==> src/rtl/demux_reg_array.sv <==
// Registered 1-to-CH demultiplexer: each output channel owns a one-entry
// holding register, filled from the single upstream port by sel.
module demux_reg_array #(
  parameter int SIZE      = 16,
  parameter int SEL_WIDTH = 2,
  localparam int CH       = 2**SEL_WIDTH
) (
  input  logic                 clk,
  input  logic                 reset,
  input  logic                 in_valid,
  output logic                 in_ready,
  input  logic [SEL_WIDTH-1:0] sel,
  input  logic [SIZE-1:0]      in_data,
  output logic [CH*SIZE-1:0]   out_data,
  output logic [CH-1:0]        out_valid,
  input  logic [CH-1:0]        out_ready,
  output logic [15:0]          xfer_count
);

  // Handshake: a word moves on any cycle where valid & ready are both high at
  // the rising edge; the sender holds word and valid stable until that cycle,
  // and ready never depends on anything except the target slot's state.
  logic          accept;
  logic [CH-1:0] load;
  logic [CH-1:0] pop;

  // The addressed slot can take a word if it is empty or being drained now.
  assign in_ready = ~out_valid[sel] | out_ready[sel];
  assign accept   = in_valid & in_ready;
  assign pop      = out_valid & out_ready;

  always_comb begin
    load = '0;
    if (accept) load[sel] = 1'b1;
  end

  always_ff @(posedge clk) begin
    if (reset) begin
      out_data   <= '0;
      out_valid  <= '0;
      xfer_count <= '0;
    end else begin
      for (int k = 0; k < CH; k++) begin
        if (load[k]) out_data[k*SIZE +: SIZE] <= in_data;
      end
      // Load wins over pop, so a drain-and-refill keeps the flag set.
      out_valid <= (out_valid & ~pop) | load;
      if (accept) xfer_count <= xfer_count + 16'd1;
    end
  end

endmodule

==> config.mk <==
export PLATFORM = sky130hd
export DESIGN_NAME = demux_reg_array
export DESIGN_NICKNAME = d
export VERILOG_FILES = /design/src/rtl/demux_reg_array.sv
export SDC_FILE = /design/constraint.sdc
export NUM_CORES = 1
export LEC_CHECK = 0
export ABC_CLOCK_PERIOD_IN_PS = 3200
export BUFFER_PORTS_ARGS = -buffer_cell sky130_fd_sc_hd__buf_2
export CAP_MARGIN = 15
export CORE_AREA = 3 3 82 84
export DETAILED_ROUTE_END_ITERATION = 7
export DIE_AREA = 0 0 85 87
export HOLD_SLACK_MARGIN = 0.03
export PLACE_DENSITY = 0.82
export SLEW_MARGIN = 20
export SYNTH_ARGS = -nofsm -noshare
export SYNTH_HDL_FRONTEND = slang
export SYNTH_SLANG_ARGS = --single-unit
==> constraint.sdc <==
create_clock -name clk -period 3.2 [get_ports clk]
set_input_delay 0.32 -clock clk [delete_from_list [all_inputs] [get_ports clk]]
set_output_delay 0.32 -clock clk [all_outputs]
set_load 0.02 [all_outputs]
==> impl_metrics.sql <==
INSERT INTO impl_metrics (metric_group, metric, value, unit) VALUES
('final_layout', 'filler_cell_count', '532', ''),
('cts', 'worst_setup_hold_path_clk_slew', '0.09', 'ns'),
('cts', 'cts.htree.levels', '3', ''),
('logic_synthesis', 'synthDominantAreaCellType', 'sky130_fd_sc_hd__dfxtp_1', ''),
('cts', 'post_cts.resized_instances', '0', ''),
('routing', 'drt-wirelength-per-cell', '14.84', 'µm'),
('die', 'core-area', '5991', 'µm²'),
('placed_design', 'placement.io_buffers', '109', ''),
('logic_synthesis', 'synth_fp_nets', '425', ''),
('sta', 'setup-violations-final', '0', ''),
('logic_synthesis', 'synthXorXnorAreaFrac', '0', ''),
('final_layout', 'finish.instance_area', '3918', 'µm²'),
('logic_synthesis', 'number_of_storage_elements_in_the_synthesis_netlist', '84', ''),
('final_layout', 'finalNetCount', '519', ''),
('final_layout', 'layout-drive-gt1-share', '0.2631', ''),
('setup_path', 'cp_data_required_time', '2.88', 'ns'),
('sta', 'fmax', '456.7', 'MHz'),
('sta', 'worst_pin_slew', '1.039', 'ns'),
('cts', 'cts_root_buffer', 'sky130_fd_sc_hd__clkbuf_8', ''),
('pwr', 'swShare', '0.2763', ''),
('setup_path', 'worstSetupPathType', 'reg -> out', ''),
('sta', 'min_period', '2.190', 'ns'),
('logic_synthesis', 'synth_compound_area_frac', '0.1593', ''),
('routing', 'detail_route.first_pass.iterations', '4', ''),
('routing', 'postRouteAntennaNets', '0', ''),
('setup_path', 'cp.arrival', '1.87', 'ns'),
('hold_path', 'path_type_of_the_worst_min_delay_path', 'in -> reg', ''),
('cts', 'cts_made_buffers', '9', ''),
('die', 'die_h', '87', 'µm'),
('status', 'run_status', 'finished clean', ''),
('sta', 'timing.final.max_slew_violations', '0', ''),
('logic_synthesis', 'muxShareOfSynthArea', '0.01413', ''),
('global_route', 'number_of_global_route_vias_before_repair', '2892', ''),
('setup_path', 'rrSetupSlack', '1.15', 'ns'),
('global_route', 'grt_max_degree', '45', ''),
('placed_design', 'placed_instances', '557', ''),
('logic_synthesis', 'synth_area_leaders', 'sky130_fd_sc_hd__dfxtp_1 (53%), sky130_fd_sc_hd__nand2_1 (16%), sky130_fd_sc_hd__a21oi_1 (13%)', ''),
('routing', 'viasPerCell', '5.483', ''),
('routing', 'routed-via-count', '3142', ''),
('cts', 'clock-sinks', '84', ''),
('cts', 'cts_hold_repair.buffers', '0', ''),
('pwr', 'powerDensity', '499.9', 'nW/µm²'),
('logic_synthesis', 'combinational_family_with_the_most_area_after_synthesis', 'simple AND/OR/NAND/NOR gates', ''),
('routing', 'routed_wl', '8501', 'µm'),
('die', 'placement_rows', '28', ''),
('logic_synthesis', 'ys_seq_area_frac', '0.5275', ''),
('logic_synthesis', 'synthSimpleGateAreaFrac', '0.2508', ''),
('logic_synthesis', 'yosysWarningCount', '0', ''),
('final_layout', 'layout.cells.non_filler', '573', ''),
('final_layout', 'n_antenna_cell', '0', ''),
('sta', 'rsz0062_at_grt', 'no', ''),
('sta', 'timing.final.crit_share', '0.6843', ''),
('die', 'die_area', '7395', 'µm²'),
('global_route', 'grt_antenna_before_repair', '0', ''),
('pwr', 'power.total', '0.001958', 'W'),
('setup_path', 'r2r_cells', '4', ''),
('final_layout', 'layout_commonest_cell', 'sky130_fd_sc_hd__nand2_1', ''),
('pwr', 'power.share.combinational', '0.097', ''),
('setup_path', 'worst_setup_path_start_kind', 'register', ''),
('logic_synthesis', 'synthesized_area_per_cell', '7.990', 'µm²'),
('setup_path', 'worst_setup_path_end_kind', 'output pin', ''),
('sta', 'tns', '0', 'ns'),
('pwr', 'internal_power', '0.001417', 'W'),
('logic_synthesis', 'synthesized_area_fraction_occupied_by_adder_cells', '0.003925', ''),
('logic_synthesis', 'syn_inst', '399', ''),
('cts', 'clk-insertion-delay-late', '0.35', 'ns'),
('placed_design', 'place.detailed.hpwl', '6008', 'µm'),
('job', 'max_cap_violations', '0', ''),
('placed_design', 'dpl-instance-area', '3742', 'µm²'),
('sta', 'worst_hold_slack_after_final_layout', '0.2363', 'ns'),
('placed_design', 'gp_congestion', '0.8147', '');
[per-stage QoR]
step,utilization,setup slack (ns)
after floorplan,-,1.280
after global placement,0.6247,1.134
after detailed placement,0.6247,1.095
after CTS,0.6539,1.008
after global routing,0.6539,0.8507
final,0.6539,1.010
[power groups by stage]
stage	Sequential (W)	Clock (W)	Combinational (W)
finish	0.00109	0.000677	0.000190
global placement	0.00111	0	0.000187
floorplan	0.00115	0	0.0000770
CTS	0.00109	0.000684	0.000191
global route	0.00110	0.000738	0.000209
detailed placement	0.00112	0	0.000191
[layer usage]
layer	share of wire	track usage	vias to the layer above
li1	-	-	1534
met1	0.41	0.2884	1480
met2	0.48	0.3955	116
met3	0.091	0.07663	12
met4	0.015	0.08345	0
met5	0	0	-
[registers in the layout, summed over array words and instances (netlist names)]
register    flops
xfer_count     16
out_valid       4
out_data       64
[layout make-up]
class | count | area, µm² | share of cell area
clock inverters | 7 | 51.30 | 0.01309
clock buffers | 9 | 123.9 | 0.03162
flip-flops and latches | 84 | 1682 | 0.4293
inverters | 7 | 26.28 | 0.006707
well taps | 75 | 93.84 | 0.02395
repair buffers | 111 | 560.5 | 0.1431
multi-input cells | 280 | 1380 | 0.3523
[synth_stat cells]
cell type,number
sky130_fd_sc_hd__nor2_1,2
sky130_fd_sc_hd__nor2b_1,7
sky130_fd_sc_hd__mux4_2,1
sky130_fd_sc_hd__buf_2,2
sky130_fd_sc_hd__or3_1,4
sky130_fd_sc_hd__nand2b_1,5
sky130_fd_sc_hd__and3_1,2
sky130_fd_sc_hd__nor3_1,2
sky130_fd_sc_hd__inv_1,7
sky130_fd_sc_hd__o21ai_0,3
sky130_fd_sc_hd__and4_1,2
sky130_fd_sc_hd__clkbuf_1,25
sky130_fd_sc_hd__nand4_1,3
sky130_fd_sc_hd__mux2_1,2
sky130_fd_sc_hd__or4_1,11
sky130_fd_sc_hd__nand3_1,7
sky130_fd_sc_hd__ha_1,1
sky130_fd_sc_hd__nor3b_1,1
sky130_fd_sc_hd__dfxtp_1,84
sky130_fd_sc_hd__nor4_1,2
sky130_fd_sc_hd__a21oi_1,82
sky130_fd_sc_hd__o31ai_1,11
sky130_fd_sc_hd__nand2_1,132
sky130_fd_sc_hd__buf_6,1
[worst min-delay path by stage]
stage | end | slack [ns] | depth (start not counted)
after floorplan | out_data[0]$_SDFFE_PP0P_ | 0.46 | 2
after global placement | out_data[5]$_SDFFE_PP0P_ | 0.44 | 2
after detailed placement | out_data[23]$_SDFFE_PP0P_ | 0.44 | 2
after CTS | out_data[28]$_SDFFE_PP0P_ | 0.22 | 3
after global routing | out_data[59]$_SDFFE_PP0P_ | 0.23 | 3
final | out_data[28]$_SDFFE_PP0P_ | 0.24 | 3
[cell families after synthesis]
family / Yosys count
multiplexers: 3
AO/OA/AOI/OAI: 96
flip-flops: 84
AND/OR/NAND/NOR: 180
buffers and inverters: 35
adder cells (fa/ha/maj): 1
[critical path, stage by stage (launching register included)]
cell,delay [ns]
sky130_fd_sc_hd__dfxtp_1,0.33
sky130_fd_sc_hd__nor2b_1,0.16
sky130_fd_sc_hd__mux4_2,0.71
sky130_fd_sc_hd__inv_1,0.14
sky130_fd_sc_hd__buf_2,0.17
No activity file was read; power rests on OpenSTA's default activity.
